===== config.mk =====
export PLATFORM = sky130hd
export DESIGN_NAME = seg_count_display
export DESIGN_NICKNAME = d
export VERILOG_FILES = /design/src/rtl/seg_count_display.sv
export SDC_FILE = /design/constraint.sdc
export NUM_CORES = 1
export LEC_CHECK = 0
export ABC_AREA = 0
export BUFFER_PORTS_ARGS = -buffer_cell sky130_fd_sc_hd__buf_4
export CORE_MARGIN = 5
export CORE_UTILIZATION = 62
export DETAILED_ROUTE_END_ITERATION = 10
export PLACE_DENSITY = 0.83
export RECOVER_POWER = 50
export SKIP_CTS_REPAIR_TIMING = 1
export SLEW_MARGIN = 0
export SYNTH_ARGS = -nofsm -noshare
export SYNTH_HDL_FRONTEND = slang
export SYNTH_SLANG_ARGS = --single-unit

===== constraint.sdc =====
create_clock -name clk -period 2.8 [get_ports clk]
set_input_delay 0.14 -clock clk [delete_from_list [all_inputs] [get_ports clk]]
set_output_delay 0.14 -clock clk [all_outputs]
set_load 0.03 [all_outputs]

===== src/rtl/seg_count_display.sv =====
// rtl/seg_count_display.sv - 4-bit count tracker and 2-digit multiplexed seven-segment driver
// Optional wrap blink enabled by defining SEG_WRAP_BLINK_EN.
module seg_count_display #(
  parameter int REFRESH_CYCLES = 4,
  parameter int CNT_W          = 16
) (
  input  logic       clk,
  input  logic       rst,
  input  logic [3:0] count,
  output logic [6:0] seg,
  output logic [1:0] an,
  output logic       dir,
  output logic       wrap,
  output logic       jump
);

  logic [3:0]       r_count_q;
  logic [3:0]       r_disp_val;
  logic [CNT_W-1:0] r_ref_cnt;
  logic             r_sel;

  logic       w_boundary;
  logic [3:0] w_inc;
  logic [3:0] w_dec;
  logic       w_tens;
  logic [3:0] w_ones;
  logic       w_blank;
  logic [6:0] w_seg_nxt;
  logic [1:0] w_an_nxt;

  assign w_boundary = (r_ref_cnt == CNT_W'(REFRESH_CYCLES - 1));
  assign w_inc      = r_count_q + 4'd1;
  assign w_dec      = r_count_q - 4'd1;
  assign w_tens     = (r_disp_val >= 4'd10);
  assign w_ones     = w_tens ? (r_disp_val - 4'd10) : r_disp_val;

  function automatic logic [6:0] f_pattern(input logic [3:0] d);
    case (d)
      4'd0:    f_pattern = 7'b1000000;
      4'd1:    f_pattern = 7'b1111001;
      4'd2:    f_pattern = 7'b0100100;
      4'd3:    f_pattern = 7'b0110000;
      4'd4:    f_pattern = 7'b0011001;
      4'd5:    f_pattern = 7'b0010010;
      4'd6:    f_pattern = 7'b0000010;
      4'd7:    f_pattern = 7'b1111000;
      4'd8:    f_pattern = 7'b0000000;
      4'd9:    f_pattern = 7'b0010000;
      default: f_pattern = 7'h7F;
    endcase
  endfunction

`ifdef SEG_WRAP_BLINK_EN
  logic [1:0] r_blink;

  // A fresh wrap restarts the blank period even if one is already running.
  always_ff @(posedge clk) begin
    if (rst) begin
      r_blink <= 2'd0;
    end else if (wrap) begin
      r_blink <= 2'd2;
    end else if (w_boundary && (r_blink != 2'd0)) begin
      r_blink <= r_blink - 2'd1;
    end
  end

  assign w_blank = (r_blink != 2'd0);
`else
  assign w_blank = 1'b0;
`endif

  always_comb begin
    w_an_nxt  = 2'b11;
    w_seg_nxt = 7'h7F;
    if (!w_blank) begin
      if (!r_sel) begin
        w_an_nxt  = 2'b10;
        w_seg_nxt = f_pattern(w_ones);
      end else if (w_tens) begin
        w_an_nxt  = 2'b01;
        w_seg_nxt = f_pattern(4'd1);
      end
    end
  end

  always_ff @(posedge clk) begin
    if (rst) begin
      r_count_q  <= 4'd0;
      r_disp_val <= 4'd0;
      r_ref_cnt  <= '0;
      r_sel      <= 1'b0;
      seg        <= 7'h7F;
      an         <= 2'b11;
      dir        <= 1'b1;
      wrap       <= 1'b0;
      jump       <= 1'b0;
    end else begin
      r_count_q <= count;
      if (count == w_inc) begin
        dir <= 1'b1;
      end else if (count == w_dec) begin
        dir <= 1'b0;
      end
      jump <= (count != r_count_q) && (count != w_inc) && (count != w_dec);
      wrap <= ((r_count_q == 4'd15) && (count == 4'd0)) ||
              ((r_count_q == 4'd0) && (count == 4'd15));

      // Display value only moves at slot boundaries so a digit is stable for a whole slot.
      if (w_boundary) begin
        r_ref_cnt  <= '0;
        r_sel      <= ~r_sel;
        r_disp_val <= r_count_q;
      end else begin
        r_ref_cnt <= r_ref_cnt + CNT_W'(1);
      end

      seg <= w_seg_nxt;
      an  <= w_an_nxt;
    end
  end

endmodule


### Yosys cells after proc, flatten, opt, wreduce, memory -nomap -nowiden

Memory sizes are Yosys's and may differ from the RTL's.
Index checks and enable logic that the tools add are counted.

* add/sub/neg operators: 4
* eq/ne operators: 8
* multiplexer cells: 5
* bitwise operators: 1
* reduce and logical (&&, ||, !) cells: 10
* magnitude comparators: 1

Operator list (count)
* $add 16x1->16 const B: 1
* $eq 16x2->1 const B: 1
* $ne 4x4->1: 3
* $eq 4x4->1: 2
* $eq 4x4->1 const B: 2
* $logic_not 4->1: 2
* $mux 7: 1
* $reduce_or 2->1: 3
* $add 4x1->4 const B: 1
* $ge 4x4->1 const B: 1
* $logic_and 1x1->1: 4
* $mux 4: 1
* $sub 4x1->4 const B: 1
* $sub 4x4->4 const B: 1
* $mux 3: 1
* $mux 2: 1
* $logic_or 1x1->1: 1
* $mux 1: 1
* $not 1->1: 1

* register bits: 37
* bits in read-only memories: 112
* word-level logic and storage cells: 40
* memories kept: 1

Memory list
* (name not given): words 16, width 7, read ports 1, clocked after Yosys merged registers in 0, write ports 0, RTL line 38 `case (d)`

### Logic depth before layout (Yosys ltp)

Gate-level depths: netlist of the first run.

* depth in word-level cells: 4
* depth in mapped cells: 7

### Least setup slack after synthesis of the first run

Ideal clock, no wire load.

* kind: register to register
* start: register r_ref_cnt[0]
* end: register r_ref_cnt[11]
* slack: 1078 ps
* required time: 2685 ps
* path buffers: 2
* cell stages (with the launch flop): 8
* data arrival time: 1607 ps
* library setup time: 115 ps
* clock period less this slack: 1722 ps
* cell sequence: dfxtp_1 ha_1 nor4b_1 nand4_1 nand2b_1 clkbuf_2 buf_4 nor2_1

* longest elaborated chain between the ends: 2
* elaborated cells on any way between the ends: 3
* classes of those cells: add/sub (1); eq/ne (1); reduce/logical (1)

Ends and longest elaborated chain
* start, declared: RTL line 19 `logic [CNT_W-1:0] r_ref_cnt;`
* start signal, assigned: RTL line 114 `r_ref_cnt <= r_ref_cnt + CNT_W'(1);`
* parallel branches: the longest is 2 deep, another holds $add 16x1->16

Several ways; the timed one is not identified.
A chain may end at the register's enable or synchronous reset.

### Final worst setup path of the first run

* start: register r_ref_cnt[0]
* end: register r_ref_cnt[2]

The elaborated chain is that of the path after synthesis.

==> reports/qor.yml, run 1 <==
tns_ps: 0
worst_slew_pin_slew_ps: 573.9
first_pass_iters: 4
synth-main-ff-cell: "dfxtp_1"
wl_per_cell_um: 13.25
numPortBuffers: 17
syn2layout_area_growth_pct: 9.979
min_path_type: "in2reg"
grt_usage_pct: 17.56
fill_cells: 237
cts_buffers: 5
crit_type: "reg2reg"
fin_crit_sh_pct: 72.58
rr_endpoint: "r_ref_cnt[2]$_SDFF_PP0_"
outcome: "finished, final reports clean"
pin_count: 18
fmax_mhz: 492.1
cts_tree: "done"
coreArea_um2: 2734
worst-path-max-fanout: 16
rsz0062_at_grt: "false"
htree_levels: 2
route.antenna.remaining_nets: 0
synth_edf_count: 0
place_ws_ps: 780.9
clkTransAtPathRegs_ps: 120
synthArstFlopShare_pct: 0
fin_skew_ps: 9.807
r2r-start: "r_ref_cnt[0]$_SDFF_PP0_"
initial_core_util_pct: 63.75
period_needed_ps: 2032
fp.dieArea_um2: 3972
antenna_found_initial: 0
yosys_warnings: 0
yosysSeqAreaShare_pct: 42.50
antennaDiodeCount: 0
grt_remaining_overflow: 0
maxCapViolCount: 0
regArea_um2: 740.7
drc: 0
r2r_slack_ps: 770
cp_cell_sequence: "ha_1, nor4b_1, nand4_1, nand2b_1, nor2_1"
insertion_delay_ps: 340
synth_cell_type_count: 42
drt_iter0_drc: 102
ff2ff_path_depth: 5
worstHoldPathCells: 2
rows: 19
ys_seq_elements: 37
gp_congestion: 0.7687
cts_root_buffer: "clkbuf_4"
worstPathArrival_ps: 2240
wirelength_mm: 3.233
holdPathEnd: "r_count_q[3]$_SDFF_PP0_"
final-max-slew-violation-count: 0
multiInputGateArea_um2: 929.6
power_density_nw_per_um2: 554.0
hold_viol_final: 0
grt_start_max_net_pins: 17
final_nets: 225
viasPerCell: 5.586
vias: 1363
cp.required_ps: 3010
grt_pass1_wl_mm: 5.727
cellLeakagePower_nw: 0.7483
cp-end-kind: "register"
crit_path_top_delay_cell: "nand2b_1"
setup_viol: 0
relSlewSlack_pct: 61.74
floorplan.die.width_um: 63.02
syn_nets: 207
dp_hpwl_mm: 2.402
crit_path_start_kind: "register"
clock_sinks: 37
netlist_instances: 194
ir_drop_mv: 0.4967
min_from: "count[3]"
layout-drive-gt1-share_pct: 8.451
clockBufferDepth: 2
setup_ws_ps: 767.8
syn_area_um2: 1743
max_stage_delay_ps: 570
die_h_um: 63.02
grt_pass1_vias: 1330
syn_avg_cell_area_um2: 8.984
-- worst max path at each step --
stage                                  from  cells after the start                  endpoint
finish              r_ref_cnt[0]$_SDFF_PP0_                      5   r_ref_cnt[2]$_SDFF_PP0_
CTS                 r_ref_cnt[0]$_SDFF_PP0_                      5   r_ref_cnt[4]$_SDFF_PP0_
global route        r_ref_cnt[0]$_SDFF_PP0_                      5   r_ref_cnt[6]$_SDFF_PP0_
floorplan           r_ref_cnt[0]$_SDFF_PP0_                      7  r_ref_cnt[11]$_SDFF_PP0_
detailed placement  r_ref_cnt[0]$_SDFF_PP0_                      5   r_ref_cnt[4]$_SDFF_PP0_
global placement    r_ref_cnt[0]$_SDFF_PP0_                      5   r_ref_cnt[8]$_SDFF_PP0_
-- sequential cells by signal (all words and copies together), names as in the netlist --
| signal | count |
|---|---|
| an | 2 |
| jump | 1 |
| dir | 1 |
| r_disp_val | 4 |
| r_count_q | 4 |
| wrap | 1 |
| r_ref_cnt | 16 |
| seg | 7 |
| r_sel | 1 |
-- worst max-delay path: cells and delay by family, from the launching register on --
kind	cells	cell delay (ps)
simple gates	4	1290
fa+ha+maj	1	220
flops	1	410
-- through the flow --
stage          area, um2  hold slack [ps]  util, %  cells  total power [mW]
6_report            1917            44.60    70.11    244             1.062
5_1_grt             1917            40.21    70.11    244             1.121
4_1_cts             1966            30.45    71.90    244             1.089
3_5_place_dp        1882            396.1    68.83    236            0.7215
3_3_place_gp        1882            383.6    68.83    236            0.7149
2_1_floorplan       1743            247.4        -    194            0.6764
-- per-layer routing --
metal | track usage (%) | share of wire [%]
met1 | 21.48 | 46
met2 | 28.33 | 48
met3 | 5.216 | 5.1
met4 | 7.427 | 1.2
met5 | 0 | 0
-- synthesized netlist by cell type (all sizes together) (2+ instances only) --
| library cell | number | area, um2 |
|---|---|---|
| a21boi | 2 | 15.01 |
| a21o | 3 | 22.52 |
| a21oi | 11 | 58.81 |
| a22oi | 2 | 15.01 |
| and2 | 2 | 12.51 |
| clkbuf | 5 | 20.01 |
| dfxtp | 37 | 740.7 |
| ha | 7 | 87.58 |
| inv | 12 | 45.04 |
| mux2i | 4 | 40.04 |
| nand2 | 6 | 22.52 |
| nand3 | 8 | 40.04 |
| nand4 | 6 | 43.79 |
| nor2 | 20 | 75.07 |
| nor2b | 7 | 43.79 |
| nor3 | 4 | 20.02 |
| nor4 | 4 | 25.02 |
| nor4b | 2 | 17.52 |
| o21a | 2 | 15.01 |
| o21ai | 11 | 55.05 |
| or3 | 5 | 36.28 |
| xnor2 | 10 | 87.58 |
| xor2 | 9 | 78.83 |
-- cells by family after synthesis --
family                     after synthesis  share of synthesized area, %
and+or+nand+nor                         73                         23.83
DFF                                     37                         42.50
AOI/OAI and AO/OA                       36                         12.63
xor gates and xnor gates                19                         9.548
buffers and inverters                   18                         4.163
adders and majority gates                7                         5.025
muxes                                    4                         2.297
-- cell type report --
cell class	instances	area share (%)
timing repair buffer	17	4.112
clock inverter	3	2.415
multi-input combinational	139	48.50
clock buffer	5	1.958
inverter	12	2.350
tap	31	2.023
sequential	37	38.64
-- where the power goes --
group	switching (mW)	leakage (nW)	internal (mW)	total [mW]
clock network	0.176	0.0414	0.189	0.365
logic	0.0826	0.404	0.0455	0.128
registers	0.0182	0.303	0.551	0.569
total	0.277	0.748	0.785	1.06
-- cells in the final DEF, fill, tap and decap left out, types with 6 or more instances in the layout --
cell type	instances
nand3_1	8
nor2b_1	7
nor2_1	20
a21oi_1	10
ha_1	7
dfxtp_1	37
clkbuf_1	13
nand2_1	6
xor2_1	9
inv_1	12
xnor2_1	10
o21ai_0	11
(Power assumes the default switching activity.)
==> inputs of run 2 (changes only) <==
Settings changed: ABC_AREA 0 to 1, CORE_UTILIZATION 62 to 53, PLACE_DENSITY 0.83 to 0.75.
Clock period 2.8 ns to 1.8 ns, I/O delays scaled along.
==> run 2 against run 1 <==
- highest routed layer unchanged
- via count grew 28%
- sequential share of layout area shrank 4.8 points
- global-route usage shrank 1.9 points
- critical path type unchanged
- largest power group unchanged
- critical endpoint is now r_ref_cnt[15]$_SDFF_PP0_
- register-to-register slack lost 440 ps
==> reports/qor.yml, run 2 <==
cts_root_buffer: "clkbuf_8"
final_cell_mix: "nand2_1 (70), inv_1 (38), dfxtp_1 (37), nor2_1 (29), nand3_1 (28)"
synthTopCellsByCount: "nand2_1 (70), dfxtp_1 (37), inv_1 (37)"
worstPathArrival_ps: 1640
fmax_mhz: 679.5
reg_top3: "r_ref_cnt x16, seg x7"
period_needed_ps: 1472
grt_remaining_overflow: 0
p_total_mw: 1.752
grt_start_max_net_pins: 17
antenna_found_initial: 0
crit_type: "reg2reg"
final_nets: 315
final-max-slew-violation-count: 0
wirelength_mm: 3.591
syn_avg_cell_area_um2: 7.266
drt_iter0_drc: 102
cellLeakagePower_nw: 0.9297
cts_tree: "done"
synth_cell_type_count: 30
clockBufferDepth: 2
pin_count: 18
largest_register: "r_ref_cnt"
hold_viol_final: 0
power_density_nw_per_um2: 799.7
syn_nets: 293
synth_edf_count: 0
worst-path-max-fanout: 16
ys_seq_elements: 37
tns_ps: 0
grt_pass1_wl_mm: 6.513
synth_top_area_cell: "dfxtp_1"
initial_core_util_pct: 55.16
holdWs_ps: 24.64
fin_crit_sh_pct: 81.77
floorplan.die.width_um: 71.96
setup_viol: 0
synth_top_area_share_pct: 36.41
cp.required_ps: 1960
first_pass_iters: 5
yosys_warnings: 0
gp_congestion: 0.8703
antennaDiodeCount: 0
vias: 1740
min_path_type: "in2reg"
numPortBuffers: 17
fill_cells: 382
htree_levels: 2
yosysMostFrequentCell: "nand2_1"
route.antenna.remaining_nets: 0
layout-drive-gt1-share_pct: 12.87
insertion_delay_ps: 290
die_h_um: 71.96
relSlewSlack_pct: 75.39
fp.dieArea_um2: 5178
cp-end-kind: "register"
rsz0062_at_grt: "false"
cts_buffers: 5
dp_hpwl_mm: 2.786
synth-main-ff-cell: "dfxtp_1"
layout_commonest_cell: "nand2_1"
clkTransAtPathRegs_ps: 70
outcome: "finished, final reports clean"
maxCapViolCount: 0
viasPerCell: 4.957
rows: 22
netlist_instances: 280
syn2layout_area_growth_pct: 7.688
synth_area_leaders: "dfxtp_1 (36%), nand2_1 (13%), nand3_1 (6.9%), inv_1 (6.8%), nor2_1 (5.4%)"
fin_skew_ps: 9.699
yosysSeqAreaShare_pct: 36.41
coreArea_um2: 3689
worst_slew_pin_slew_ps: 370.7
ir_drop_mv: 0.4160
grt_usage_pct: 15.64
drc: 0
crit_path_start_kind: "register"
clock_sinks: 37
wl_per_cell_um: 10.23
syn_area_um2: 2034
synthArstFlopShare_pct: 0
largest_reg_flops: 16
grt_pass1_vias: 1574
[run 2: changes by cell type in the layout (fill, tap and decap cells not counted), moves of 5 or more]
cell      change
nor2_1        +9
xnor2_1       -9
nand2_1      +64
nor2_2        +9
inv_1        +26
clkbuf_8      +5
nor2b_1       -7
nand3_1      +20
o21ai_0       -6
[run 2: final timing paths]
check | slack, ps | cells after the start | endpoint | startpoint
worst max-delay path | 330 | 6 | r_ref_cnt[15]$_SDFF_PP0_ | r_ref_cnt[0]$_SDFF_PP0_
worst min-delay path | 20 | 2 | r_count_q[2]$_SDFF_PP0_ | rst
worst max register to register | 330 | 6 | r_ref_cnt[15]$_SDFF_PP0_ | r_ref_cnt[0]$_SDFF_PP0_
worst min register to register | 460 | 2 | dir$_SDFFE_PP1N_ | dir$_SDFFE_PP1N_
[run 2: critical path, cell delays in order (launching register included)]
cell and delay (ps):
dfxtp_1 380, ha_1 220, nand4_1 190, nor2_4 210, nand2_4 80, nand2_4 200, a21oi_1 60
[run 2: cell families after synthesis]
logic type,count (synthesis),share of synthesized area [%]
simple gates,163,38.62
buf+inv,42,9.963
flops,37,36.41
fa+ha+maj,7,4.305
xor+xnor,6,2.583
compound gates,25,8.118
[run 2: per-layer routing]
metal | vias to the layer above | wire [um] | part of all wire (%) | global-route usage [%]
met5 | - | 0 | 0 | 0
met4 | 0 | 66 | 1.8 | 5.637
met3 | 7 | 194 | 5.4 | 4.848
met2 | 33 | 1634 | 46 | 26.22
met1 | 768 | 1696 | 47 | 18.84
li1 | 932 | - | - | -
[run 2: power breakdown]
group / internal [mW] / leakage [nW] / switching [mW]
logic: 0.0954 / 0.587 / 0.207
clock network: 0.275 / 0.0395 / 0.279
registers: 0.868 / 0.303 / 0.0278
total: 1.24 / 0.930 / 0.514
[run 2: area by class of cell]
cell class / instances / area [um2] / share of cell area, %
Clock buffer: 8 / 80.08 / 3.655
Multi-Input combinational cell: 201 / 1085 / 49.51
Tap cell: 48 / 60.06 / 2.741
Timing Repair Buffer: 17 / 75.07 / 3.427
Sequential cell: 37 / 740.7 / 33.81
Inverter: 40 / 150.1 / 6.853
[run 2: metrics by stage]
stage / util (%) / area, um2 / std cells / setup slack [ps]
4_1_cts: 60.99 / 2250 / 351 / 349.9
2_1_floorplan: - / 2034 / 280 / 460.3
3_5_place_dp: 58.82 / 2170 / 343 / 364.2
5_1_grt: 59.40 / 2191 / 351 / 203.1
3_3_place_gp: 58.82 / 2170 / 343 / 382.6
6_report: 59.40 / 2191 / 351 / 328.2
